### src/rtl/green_centroid_pkg.sv
// Shared definitions for the green-blob centroid block: default widths,
// the found threshold and the centroid FSM state encoding.
package green_centroid_pkg;

    localparam int DEFAULT_X_W        = 10;
    localparam int DEFAULT_Y_W        = 10;
    localparam int DEFAULT_CNT_W      = 19;
    localparam int DEFAULT_SUM_W      = 29;
    localparam int DEFAULT_MIN_PIXELS = 64;

    typedef enum logic [2:0] {
        IDLE    = 3'd0,
        CHECK   = 3'd1,
        DIV_X   = 3'd2,
        DIV_Y   = 3'd3,
        PUBLISH = 3'd4
    } centroid_state_e;

endpackage

### src/rtl/green_centroid_seq_divider.sv
// Unsigned restoring divider, one quotient bit per clock. done pulses
// N+1 cycles after start; a new start is accepted in the done cycle, so
// two divisions can run back to back.
module seq_divider #(
    parameter int N   = 29,
    parameter int D   = 19,
    parameter int Q_W = 10
) (
    input  logic           clk_i,
    input  logic           rst_n_i,
    input  logic           start_i,
    input  logic [N-1:0]   dividend_i,
    input  logic [D-1:0]   divisor_i,
    output logic           busy_o,
    output logic           done_o,
    output logic [Q_W-1:0] quotient_o
);

    localparam int CW = $clog2(N + 1);

    logic [N-1:0]  quot_q;
    logic [D-1:0]  rem_q;
    logic [D-1:0]  divisor_q;
    logic [CW-1:0] count_q;
    logic          busy_q;
    logic          done_q;

    logic [D:0]    remShift;
    logic [D-1:0]  remSub;
    logic          fits;

    // The remainder is always below the divisor, so the shifted value fits
    // in D+1 bits and the difference fits back into D bits.
    assign remShift = {rem_q, quot_q[N-1]};
    assign fits     = remShift >= {1'b0, divisor_q};
    assign remSub   = remShift[D-1:0] - divisor_q;

    // Load operands on start, then shift one dividend bit into the
    // remainder per cycle, replacing it with the quotient bit.
    always_ff @(posedge clk_i or negedge rst_n_i) begin
        if (!rst_n_i) begin
            quot_q    <= '0;
            rem_q     <= '0;
            divisor_q <= '0;
            count_q   <= '0;
            busy_q    <= 1'b0;
            done_q    <= 1'b0;
        end else begin
            done_q <= 1'b0;
            if (start_i) begin
                quot_q    <= dividend_i;
                rem_q     <= '0;
                divisor_q <= divisor_i;
                count_q   <= CW'(N);
                busy_q    <= 1'b1;
            end else if (busy_q) begin
                rem_q   <= fits ? remSub : remShift[D-1:0];
                quot_q  <= {quot_q[N-2:0], fits};
                count_q <= count_q - CW'(1);
                if (count_q == CW'(1)) begin
                    busy_q <= 1'b0;
                    done_q <= 1'b1;
                end
            end
        end
    end

    assign busy_o     = busy_q;
    assign done_o     = done_q;
    assign quotient_o = quot_q[Q_W-1:0];

endmodule

### src/rtl/green_centroid.sv
// Accumulates green-pixel count and coordinate sums over a frame and, at
// the rising edge of vsync, divides them to publish the blob centroid.
module green_centroid
    import green_centroid_pkg::*;
#(
    parameter int X_W        = DEFAULT_X_W,
    parameter int Y_W        = DEFAULT_Y_W,
    parameter int CNT_W      = DEFAULT_CNT_W,
    parameter int SUM_W      = DEFAULT_SUM_W,
    parameter int MIN_PIXELS = DEFAULT_MIN_PIXELS
) (
    input  logic             PCLK,
    input  logic             rst_n,
    input  logic             pix_valid,
    input  logic             eh_verde,
    input  logic [X_W-1:0]   x,
    input  logic [Y_W-1:0]   y,
    input  logic             vsync,
    output logic [X_W-1:0]   cx,
    output logic [Y_W-1:0]   cy,
    output logic [CNT_W-1:0] blob_count,
    output logic             found,
    output logic             result_valid,
    output logic             busy,
    output logic             overrun
);

    localparam int Q_W = (X_W > Y_W) ? X_W : Y_W;

    centroid_state_e state_q;

    logic             vsync_q;
    logic             frameEnd;
    logic             pixelHit;

    logic [CNT_W-1:0] cnt_q, cnt_d;
    logic [SUM_W-1:0] sx_q, sx_d;
    logic [SUM_W-1:0] sy_q, sy_d;
    logic [CNT_W:0]   cntSum;
    logic [SUM_W:0]   sxSum;
    logic [SUM_W:0]   sySum;

    logic [CNT_W-1:0] snapCnt_q;
    logic [SUM_W-1:0] snapSx_q;
    logic [SUM_W-1:0] snapSy_q;

    logic             startX_q;
    logic [X_W-1:0]   qx_q;
    logic [X_W-1:0]   cx_q;
    logic [Y_W-1:0]   cy_q;
    logic [CNT_W-1:0] blobCount_q;
    logic             found_q;
    logic             resultValid_q;
    logic             overrun_q;

    logic             divStart;
    logic [SUM_W-1:0] divDividend;
    logic             divBusy;
    logic             divDone;
    logic [Q_W-1:0]   divQuot;

    assign frameEnd = vsync & ~vsync_q;
    assign pixelHit = pix_valid & eh_verde;

    // One extra bit on each sum exposes the carry used to saturate.
    assign cntSum = {1'b0, cnt_q} + (CNT_W+1)'(1);
    assign sxSum  = {1'b0, sx_q} + (SUM_W+1)'(x);
    assign sySum  = {1'b0, sy_q} + (SUM_W+1)'(y);

    // Next accumulator values include the current pixel, so the snapshot
    // taken on the frame-end cycle sees a pixel arriving in that same cycle.
    always_comb begin
        cnt_d = cnt_q;
        sx_d  = sx_q;
        sy_d  = sy_q;
        if (pixelHit) begin
            cnt_d = cntSum[CNT_W] ? '1 : cntSum[CNT_W-1:0];
            sx_d  = sxSum[SUM_W]  ? '1 : sxSum[SUM_W-1:0];
            sy_d  = sySum[SUM_W]  ? '1 : sySum[SUM_W-1:0];
        end
    end

    // Frame accumulators restart from zero after every frame end, whether
    // or not that frame is actually processed.
    always_ff @(posedge PCLK or negedge rst_n) begin
        if (!rst_n) begin
            vsync_q <= 1'b0;
            cnt_q   <= '0;
            sx_q    <= '0;
            sy_q    <= '0;
        end else begin
            vsync_q <= vsync;
            if (frameEnd) begin
                cnt_q <= '0;
                sx_q  <= '0;
                sy_q  <= '0;
            end else begin
                cnt_q <= cnt_d;
                sx_q  <= sx_d;
                sy_q  <= sy_d;
            end
        end
    end

    // The x division is kicked off by a registered pulse on entering DIV_X;
    // the y division restarts the divider in the cycle x reports done.
    assign divStart    = startX_q | ((state_q == DIV_X) & divDone);
    assign divDividend = startX_q ? snapSx_q : snapSy_q;

    seq_divider #(
        .N   (SUM_W),
        .D   (CNT_W),
        .Q_W (Q_W)
    ) u_divider (
        .clk_i      (PCLK),
        .rst_n_i    (rst_n),
        .start_i    (divStart),
        .dividend_i (divDividend),
        .divisor_i  (snapCnt_q),
        .busy_o     (divBusy),
        .done_o     (divDone),
        .quotient_o (divQuot)
    );

    // Centroid FSM: snapshots the frame, divides, and publishes registered results.
    always_ff @(posedge PCLK or negedge rst_n) begin
        if (!rst_n) begin
            state_q       <= IDLE;
            snapCnt_q     <= '0;
            snapSx_q      <= '0;
            snapSy_q      <= '0;
            startX_q      <= 1'b0;
            qx_q          <= '0;
            cx_q          <= '0;
            cy_q          <= '0;
            blobCount_q   <= '0;
            found_q       <= 1'b0;
            resultValid_q <= 1'b0;
            overrun_q     <= 1'b0;
        end else begin
            startX_q      <= 1'b0;
            resultValid_q <= 1'b0;

            if (frameEnd) begin
                if (state_q == IDLE) begin
                    snapCnt_q <= cnt_d;
                    snapSx_q  <= sx_d;
                    snapSy_q  <= sy_d;
                end else begin
                    overrun_q <= 1'b1;
                end
            end

            case (state_q)
                IDLE: begin
                    if (frameEnd) begin
                        state_q <= CHECK;
                    end
                end
                CHECK: begin
                    if (snapCnt_q < CNT_W'(MIN_PIXELS)) begin
                        blobCount_q   <= snapCnt_q;
                        found_q       <= 1'b0;
                        resultValid_q <= 1'b1;
                        state_q       <= PUBLISH;
                    end else begin
                        startX_q <= 1'b1;
                        state_q  <= DIV_X;
                    end
                end
                DIV_X: begin
                    if (divDone) begin
                        qx_q    <= divQuot[X_W-1:0];
                        state_q <= DIV_Y;
                    end
                end
                DIV_Y: begin
                    if (divDone) begin
                        cx_q          <= qx_q;
                        cy_q          <= divQuot[Y_W-1:0];
                        blobCount_q   <= snapCnt_q;
                        found_q       <= 1'b1;
                        resultValid_q <= 1'b1;
                        state_q       <= PUBLISH;
                    end
                end
                PUBLISH: begin
                    state_q <= IDLE;
                end
                default: begin
                    state_q <= IDLE;
                end
            endcase
        end
    end

    assign cx           = cx_q;
    assign cy           = cy_q;
    assign blob_count   = blobCount_q;
    assign found        = found_q;
    assign result_valid = resultValid_q;
    assign busy         = (state_q != IDLE) | divBusy;
    assign overrun      = overrun_q;

endmodule

### config.mk
export PLATFORM = sky130hd
export DESIGN_NAME = green_centroid
export DESIGN_NICKNAME = d
export VERILOG_FILES = /design/src/rtl/green_centroid_pkg.sv /design/src/rtl/green_centroid_seq_divider.sv /design/src/rtl/green_centroid.sv
export SDC_FILE = /design/constraint.sdc
export NUM_CORES = 1
export LEC_CHECK = 0
export BUFFER_PORTS_ARGS = -buffer_cell sky130_fd_sc_hd__buf_2
export CAP_MARGIN = 20
export CORE_MARGIN = 2
export CORE_UTILIZATION = 57
export DETAILED_ROUTE_END_ITERATION = 8
export HOLD_SLACK_MARGIN = 0.12
export PLACE_DENSITY_LB_ADDON = 0.25
export SYNTH_ARGS = -nofsm -noshare
export SYNTH_HDL_FRONTEND = slang
export SYNTH_SLANG_ARGS = --single-unit
export TNS_END_PERCENT = 5
### constraint.sdc
create_clock -name PCLK -period 7.2 [get_ports PCLK]
set_input_delay 0.36 -clock PCLK [delete_from_list [all_inputs] [get_ports PCLK]]
set_output_delay 0.36 -clock PCLK [all_outputs]
set_load 0.01 [all_outputs]
; After elaboration in Yosys (flattened, before gate mapping)
; Index checks and enable logic that the tools add are counted.
[word_totals]
input_bits = 25
register_bits = 285
output_inout_bits = 43
wordCells = 93
[op_classes]
order_cmp = 2
mux = 39
n_bitwise = 7
eq_ne = 8
reduce_logical = 10
addsub = 5
[ops]
columns = cell, n
row1 = $mux 29, 9
row2 = $mux 19, 8
row3 = $add 29x10->30, 2
row4 = $pmux 19 s2, 1
row5 = $add 19x1->20 const B, 1
row6 = $ge 20x19->1, 1
row7 = $lt 19x7->1 const B, 1
row8 = $sub 19x19->19, 1
row9 = $mux 1, 12
row10 = $mux 3, 4
row11 = $pmux 3 s4, 1
row12 = $mux 5, 2
row13 = $reduce_and 2->1, 4
row14 = $eq 3x2->1 const B, 2
row15 = $reduce_and 3->1, 2
row16 = $eq 5x1->1 const B, 1
row17 = $sub 5x1->5 const B, 1
row18 = $ne 2x1->1 const B, 2
row19 = $ne 2x2->1 const B, 2
row20 = $pmux 1 s2, 2
row21 = $reduce_bool 2->1, 2
row22 = $and 1x1->1, 3
row23 = $eq 3x1->1 const B, 1
row24 = $logic_not 3->1, 1
row25 = other kinds (3), 5

; Depth between registers and ports, before layout
; Gate-level depths: netlist (run 1).
[depth]
depth_word = 4
mapped_depth = 12
depth_no_buf = 11

; Modules after synthesis
; From an unflattened synthesis (run 1), not the netlist that was laid out.
[hier_totals]
hier_cells = 1475
area_unflattened_um2 = 14765.4
[modules_own_cells]
columns = module, cells_each, n_inst, area_each_um2, seq_area_each_um2
row1 = green_centroid, 993, 1, 10361.2, 5280.1
row2 = seq_divider, 482, 1, 4404.2, 1851.8

; Worst setup path before layout (run 1)
; OpenSTA, ideal clock, no wires.
[synth_path]
path_kind = input to register
start = in y[0]
end = reg snapSy_q[22]
required_ns = 7.065
setup_slack_ns = 4.465
cell_stages = 11
t_arrival_ns = 2.600
path_buffers = 0
setup_time_ns = 0.135
path_cell_list = ha_1 > inv_1 > fa_1 > nor2b_1 > o21ai_0 > a21boi_0 > o21ai_0 > a21oi_1 > nand2_1 > nor4b_1 > o31ai_1
[synth_between]
elab_chain_cells = 3
[synth_rtl]
columns = element, line_no
row1 = start: declaration, green_centroid.sv:17  ; input logic [Y_W-1:0] y,
row2 = $add 29x10->30, green_centroid.sv:68  ; assign sySum = {1'b0, sy_q} + (SUM_W+1)'(y);
row3 = $mux 29, green_centroid.sv:79  ; sy_d = sySum[SUM_W] ? '1 : sySum[SUM_W-1:0];
row4 = $mux 29, green_centroid.sv:76  ; if (pixelHit) begin
row5 = end signal: assignment, green_centroid.sv:148  ; snapSy_q <= sy_d;
row6 = end: declaration, green_centroid.sv:45  ; logic [SUM_W-1:0] snapSy_q;
; No other way between the ends.
; A chain may end at the register's enable or synchronous reset.

; Worst setup path after layout (run 1)
[layout_path]
start = reg sy_q[0]
end = reg snapSy_q[22]
[layout_between]
elab_chain_cells = 3
[layout_rtl]
columns = element, line_no
row1 = start: declaration, green_centroid.sv:38  ; logic [SUM_W-1:0] sy_q, sy_d;
row2 = start signal: assignment, green_centroid.sv:100  ; sy_q <= sy_d;
row3 = $add 29x10->30, green_centroid.sv:68
row4 = $mux 29, green_centroid.sv:79
row5 = $mux 29, green_centroid.sv:76
; No other way between the ends.

==> impl_metrics.ini, run 1 <==
[status]
status = completed

[cells_and_area]
syn_to_final_growth_pct = 11.33
fillers = 1971
post-route-util = 0.6496
multi_input_area_sq_mm = 0.006668
final_layout_size_suffix_gt1_frac = 0.1347
n_antenna_cell = 0
nets = 1599
final-seq-area_sq_mm = 0.007133

[global_route]
grt_first_pass_wirelength_microns = 53170
grt_max_degree = 191
gr-usage-met2 = 0.3849
met3_usage = 0.03396
grt_util_met1 = 0.3674
antenna_found_initial = 0
grt_pass1_vias = 10480
busiest_layer = met2
grt.overflow.total = 0
grt_usage = 0.2467

[cts]
cts_made_buffers = 31
clk_latency_ps = 540
path_clk_slew_ps = 60
post_cts_resized = 0
cts_num_sinks = 285
cts_max_level = 1
cts_tree = built
post_cts_buffers = 0
ctsLongestPathBuffers = 3
cts_hold_buffers = 2
cts_root_buffer = clkbuf_16

[logic_synthesis]
synthFlopType = dfrtp_1
synth_area_sq_mm = 0.01423
async_flop_share = 1.000
synth_nets = 1566
yosysUniqueCellTypes = 67
ys_seq_area_frac = 0.5011
synth.area.top_cells = dfrtp_1, nand2_1, nor2_1, o21ai_0, mux2_2
ys_warn_count = 0
ys_ff_latch = 285
synth_top_area_share = 0.5011
synth_top_cell_by_area = dfrtp_1
avgSynthCellArea_sq_um = 9.513
synth_cells = 1496
synth-edff-count = 0

[critical_path]
cp_max_fo = 10
path_class = reg -> reg
endpoint_kind = flop
rr_worst_depth = 11
reg2reg_slack_ps = 3970
worstPathRequired_ps = 7610
cp.arrival_ps = 3650
worstSetupStartpointType = flop

[floorplan]
core-area_sq_mm = 0.02439
rows = 57
die_x_microns = 162.0
start_util = 0.5835
io_pins = 68
die_h_microns = 162.0
die_area_sq_mm = 0.02625

[sta]
tightest_slew_ps = 1098
rsz0062_at_grt = false
holdWs_ps = 371.6
hold_viol = 0
fin_crit_ps = 3232
fin_crit_sh = 0.4488
tns_ps = 0
worst_clock_skew_ps = 10.51
drv_slew = 0
worst_slack_ps = 3968
fmax_mhz = 309.5
finalSetupViolCount = 0
slew_headroom = 0.2682

[power_and_ir_drop]
vdd_drop_max_mv = 0.2659
power_density_mw_per_mm2 = 359.8
p_leak_nw = 7.512

[place]
portBuffers = 67
gp_congestion = 0.9008
dp_hpwl_microns = 21290
detailedPlace.worstSlack_ps = 3871

[worst_hold_path]
hold_class = in -> reg
hold_path_depth = 5

[detailed_routing]
drc_errors = 0
drtIter0Drc = 737
via_per_inst = 5.852
dr.pass1.iters = 5
vias = 10980
final_antenna_net_count = 0
routedWlPerCell_microns = 16.89
finalWirelength_microns = 31680

[flow_run]
cap_violations = 0
-- power by group --
| part | leakage [nW] | switching, mW | internal (mW) |
|---|---|---|---|
| combinational | 3.22 | 1.13 | 0.809 |
| sequential | 3.79 | 0.248 | 1.94 |
| clock | 0.506 | 0.634 | 0.941 |
| total | 7.51 | 2.01 | 3.69 |
-- through the flow --
| stage | area (sq um) | power (mW) | cells |
|---|---|---|---|
| floorplan | 14230 | 3.652 | 1496 |
| global placement | 14800 | 4.072 | 1818 |
| detailed placement | 14800 | 4.145 | 1818 |
| CTS | 15840 | 5.735 | 1876 |
| global route | 15840 | 6.105 | 1876 |
| finish | 15840 | 5.701 | 1876 |
-- synth_stat cells, types with 5 or more instances --
master,number
a211oi_1,11
nand3_1,42
mux2i_1,43
and4_1,7
and2_1,8
a21o_1,18
nand2b_1,7
a311oi_1,14
o211ai_1,6
nor3_1,35
ha_1,42
or2_2,7
dfrtp_1,285
nor2b_1,11
nand4_1,12
o21ai_0,125
inv_1,41
nor2_1,168
mux2_2,51
xor2_1,16
a31oi_1,20
o31ai_1,16
o21a_1,12
clkbuf_1,74
xnor2_1,31
and3_1,22
nand2_1,199
o22ai_1,8
a31o_2,5
a21oi_1,93
-- cell type report --
class | count | share of cell area
Timing Repair Buffer | 79 | 0.02859
Clock buffer | 41 | 0.05386
Tap cell | 324 | 0.02559
Multi-Input combinational cell | 1089 | 0.4208
Sequential cell | 285 | 0.4502
Clock inverter | 15 | 0.01074
Inverter | 43 | 0.01019
-- critical path, stage by stage (launching register included) --
cell      delay [ps]
dfrtp_1          350
ha_1             170
inv_1             70
fa_1             420
nor2b_1          120
o21ai_0          100
a21boi_0         360
o21ai_0          210
a21oi_1          600
nand2_1          170
nor4b_1          420
o31ai_1          120
-- flip-flops by register name, indices dropped and copies added, names as in the netlist --
register / count
snapSy_q: 29
found: 1
u_divider.rem_q: 19
cy: 10
blob_count: 19
u_divider.count_q: 5
state_q: 3
sy_q: 29
vsync_q: 1
u_divider.busy_o: 1
qx_q: 10
startX_q: 1
cx: 10
sx_q: 29
u_divider.done_o: 1
u_divider.divisor_q: 19
overrun: 1
cnt_q: 19
snapSx_q: 29
snapCnt_q: 19
result_valid: 1
u_divider.quot_q: 29
-- kinds of logic after synthesis --
logic type	count (synthesis)	synth area share
DFF	285	0.5011
AOI/OAI and AO/OA	359	0.1524
adders and majority gates	45	0.04115
and+or+nand+nor	544	0.1731
muxes	94	0.07060
buffers and inverters	122	0.03271
xor gates and xnor gates	47	0.02893
-- cell usage in the layout (no fill, tap or decap), types with 5 or more instances in the layout --
cell | synthesis | final
and3_1 | 22 | 22
ha_1 | 42 | 42
a21oi_1 | 93 | 93
dfrtp_1 | 285 | 284
o211ai_1 | 6 | 6
nand2b_1 | 7 | 7
xnor2_1 | 31 | 31
nand2_1 | 199 | 198
a21o_1 | 18 | 18
and4_1 | 7 | 7
nor3_1 | 35 | 35
or2_2 | 7 | 7
o21ai_0 | 125 | 124
o31ai_1 | 16 | 16
nor2_1 | 168 | 168
nand3_1 | 42 | 42
mux2i_1 | 43 | 43
inv_1 | 41 | 41
a211oi_1 | 11 | 11
and2_1 | 8 | 8
clkbuf_1 | 74 | 6
nor2b_1 | 11 | 10
mux2_2 | 51 | 51
clkbuf_16 | 0 | 31
buf_4 | 0 | 9
a31oi_1 | 20 | 20
a311oi_1 | 14 | 14
xor2_1 | 16 | 16
nand4_1 | 12 | 12
buf_2 | 0 | 66
o22ai_1 | 8 | 8
a31o_2 | 5 | 5
clkinv_2 | 0 | 7
o21a_1 | 12 | 12
-- final timing paths --
kind,start,endpoint
max,sy_q[0],snapSy_q[22]
min,x[0],sx_q[0]
max reg2reg,sy_q[0],snapSy_q[22]
min reg2reg,snapSy_q[0],snapSy_q[0]
max in group asynchronous,rst_n,cnt_q[3]
min in group asynchronous,rst_n,sx_q[5]
-- per-layer routing --
layer	part of all wire	up-vias
met5	0	-
met4	0.026	0
met3	0.045	65
met2	0.45	233
met1	0.48	5357
li1	-	5324
Note: power is estimated with default switching activity, not from simulation.
==> inputs of run 2 (changes only) <==
- clock period: 7.2 -> 3 ns (I/O delays scaled with it)
==> impl_metrics.ini, run 2 (synthesis gave the netlist of run 1 again) <==
[sta]
rsz0062_at_grt = true
hold_viol = 0
tightest_slew_ps = 866.9
slew_headroom = 0.4221
worst_clock_skew_ps = 10.49
drv_slew = 0
fmax_mhz = 350.7
finalSetupViolCount = 0
fin_crit_ps = 2852
fin_crit_sh = 0.9506

[cells_and_area]
post-route-util = 0.6588
final_layout_size_suffix_gt1_frac = 0.1474
nets = 1620
n_antenna_cell = 0
final_common_cell = dfrtp_1
syn_to_final_growth_pct = 12.91
most-common-layout-cells = dfrtp_1, nand2_1, nor2_1
final_cells = 1898

[cts]
clk_latency_ps = 560
post_cts_buffers = 0
cts_made_buffers = 31
cts_num_sinks = 285
cts_root_buffer = clkbuf_16
path_clk_slew_ps = 60
cts_tree = built
ctsLongestPathBuffers = 3
cts_max_level = 1

[power_and_ir_drop]
power_density_mw_per_mm2 = 858.9
p_leak_nw = 7.635
vdd_drop_max_mv = 0.5152

[detailed_routing]
vias = 11070
drc_errors = 0
drtIter0Drc = 958
routedWlPerCell_microns = 16.90
finalWirelength_microns = 32080
via_per_inst = 5.834
final_antenna_net_count = 0
dr.pass1.iters = 7

[floorplan]
core-area_sq_mm = 0.02439
start_util = 0.5835
die_h_microns = 162.0
die_area_sq_mm = 0.02625
die_x_microns = 162.0
rows = 57
io_pins = 68

[critical_path]
crit_path_frequent_cell = inv_1
endpoint_kind = flop
critPathSlowestCell = fa_1
cpPeakStageDelay_ps = 420
worstSetupStartpointType = flop
path_buf_inv = 2
cp_cell_sequence = inv_1 -> ha_1 -> fa_1 -> nor2b_1 -> o2111ai_1 -> a31o_2 -> a21oi_1 -> inv_1 -> or3_1 -> a31oi_1
worstPathRequired_ps = 3480
path_class = reg -> reg
critical_path.top_delay_family = compound AO/OA/AOI/OAI gates
cp.arrival_ps = 3330
cp_max_fo = 7

[worst_hold_path]
hold_class = in -> reg

[status]
status = completed

[global_route]
grt_usage = 0.2475
antenna_found_initial = 0
grt.overflow.total = 0
grt_pass1_vias = 10450
grt_first_pass_wirelength_microns = 53020
grt_max_degree = 109

[place]
dp_hpwl_microns = 21890
portBuffers = 67
gp_congestion = 0.9062
place_inst = 1837

[flow_run]
cap_violations = 0
[run 2: cell count changes in the layout (fill, tap and decap cells not counted), moves of 2 or more]
cell,previous run,this run
buf_4,9,24
buf_12,1,6
clkbuf_8,4,6
clkinv_4,3,1
[run 2: cell type report]
cell class                      count  area, sq um
Clock buffer                       43        880.8
Clock inverter                     14        132.6
Fill cell                        1943         8323
Inverter                           43        161.4
Multi-Input combinational cell   1089         6679
Sequential cell                   285         7133
Tap cell                          324        405.4
Timing Repair Buffer              100        675.6
[run 2: per-stage QoR]
step	hold slack [ps]	total power, mW	setup TNS (ps)	setup WS [ps]	cell area, sq um
3_3_place_gp	99.24	9.871	0	270.7	14990
3_5_place_dp	103.9	10.07	0	142.3	14990
4_1_cts	134.6	13.84	0	120.2	16060
5_1_grt	179.4	14.74	-19.48	-19.48	16070
2_1_floorplan	-145.6	8.765	0	293.0	14230
6_report	146.0	13.80	0	148.2	16070
[run 2: what timing repair did]
| action | in CTS | in global routing |
|---|---|---|
| hold buffers | 4 | 0 |
| endpoints found under the setup margin | 0 | 8 |
| endpoints found under the hold margin | 289 | 0 |
| gates resized for setup | 0 | 3 |
[run 2: where the power goes]
group | internal, mW | total, mW | switching (mW) | leakage [nW]
clock | 2.21 | 3.75 | 1.53 | 0.501
sequential | 4.65 | 5.30 | 0.648 | 3.79
combinational | 2.05 | 4.76 | 2.71 | 3.35
[run 2: worst reg2reg max path: cells and delay by family, from the launching register on]
kind / cells / cell delay, ps
buffers and inverters: 2 / 240
DFF: 1 / 360
and+or+nand+nor: 2 / 610
AOI/OAI and AO/OA: 4 / 930
adders and majority gates: 2 / 630
[run 2: final timing paths]
path	startpoint	end	slack [ps]	cells past startpoint
setup reg to reg	u_divider.quot_q[28]	u_divider.rem_q[13]	150	10
min in group asynchronous	rst_n	u_divider.quot_q[21]	550	3
hold / removal	x[0]	sx_q[0]	150	5
setup / recovery	u_divider.quot_q[28]	u_divider.rem_q[13]	150	10
max in group asynchronous	rst_n	blob_count[4]	1740	4
hold reg to reg	snapSy_q[0]	snapSy_q[0]	480	2
[run 2: layer usage]
metal / track usage / share of wire / vias to the layer above
met5: 0 / 0 / -
met4: 0.05873 / 0.019 / 0
met3: 0.02962 / 0.052 / 51
met2: 0.3859 / 0.46 / 270
met1: 0.3743 / 0.47 / 5368
li1: - / - / 5384
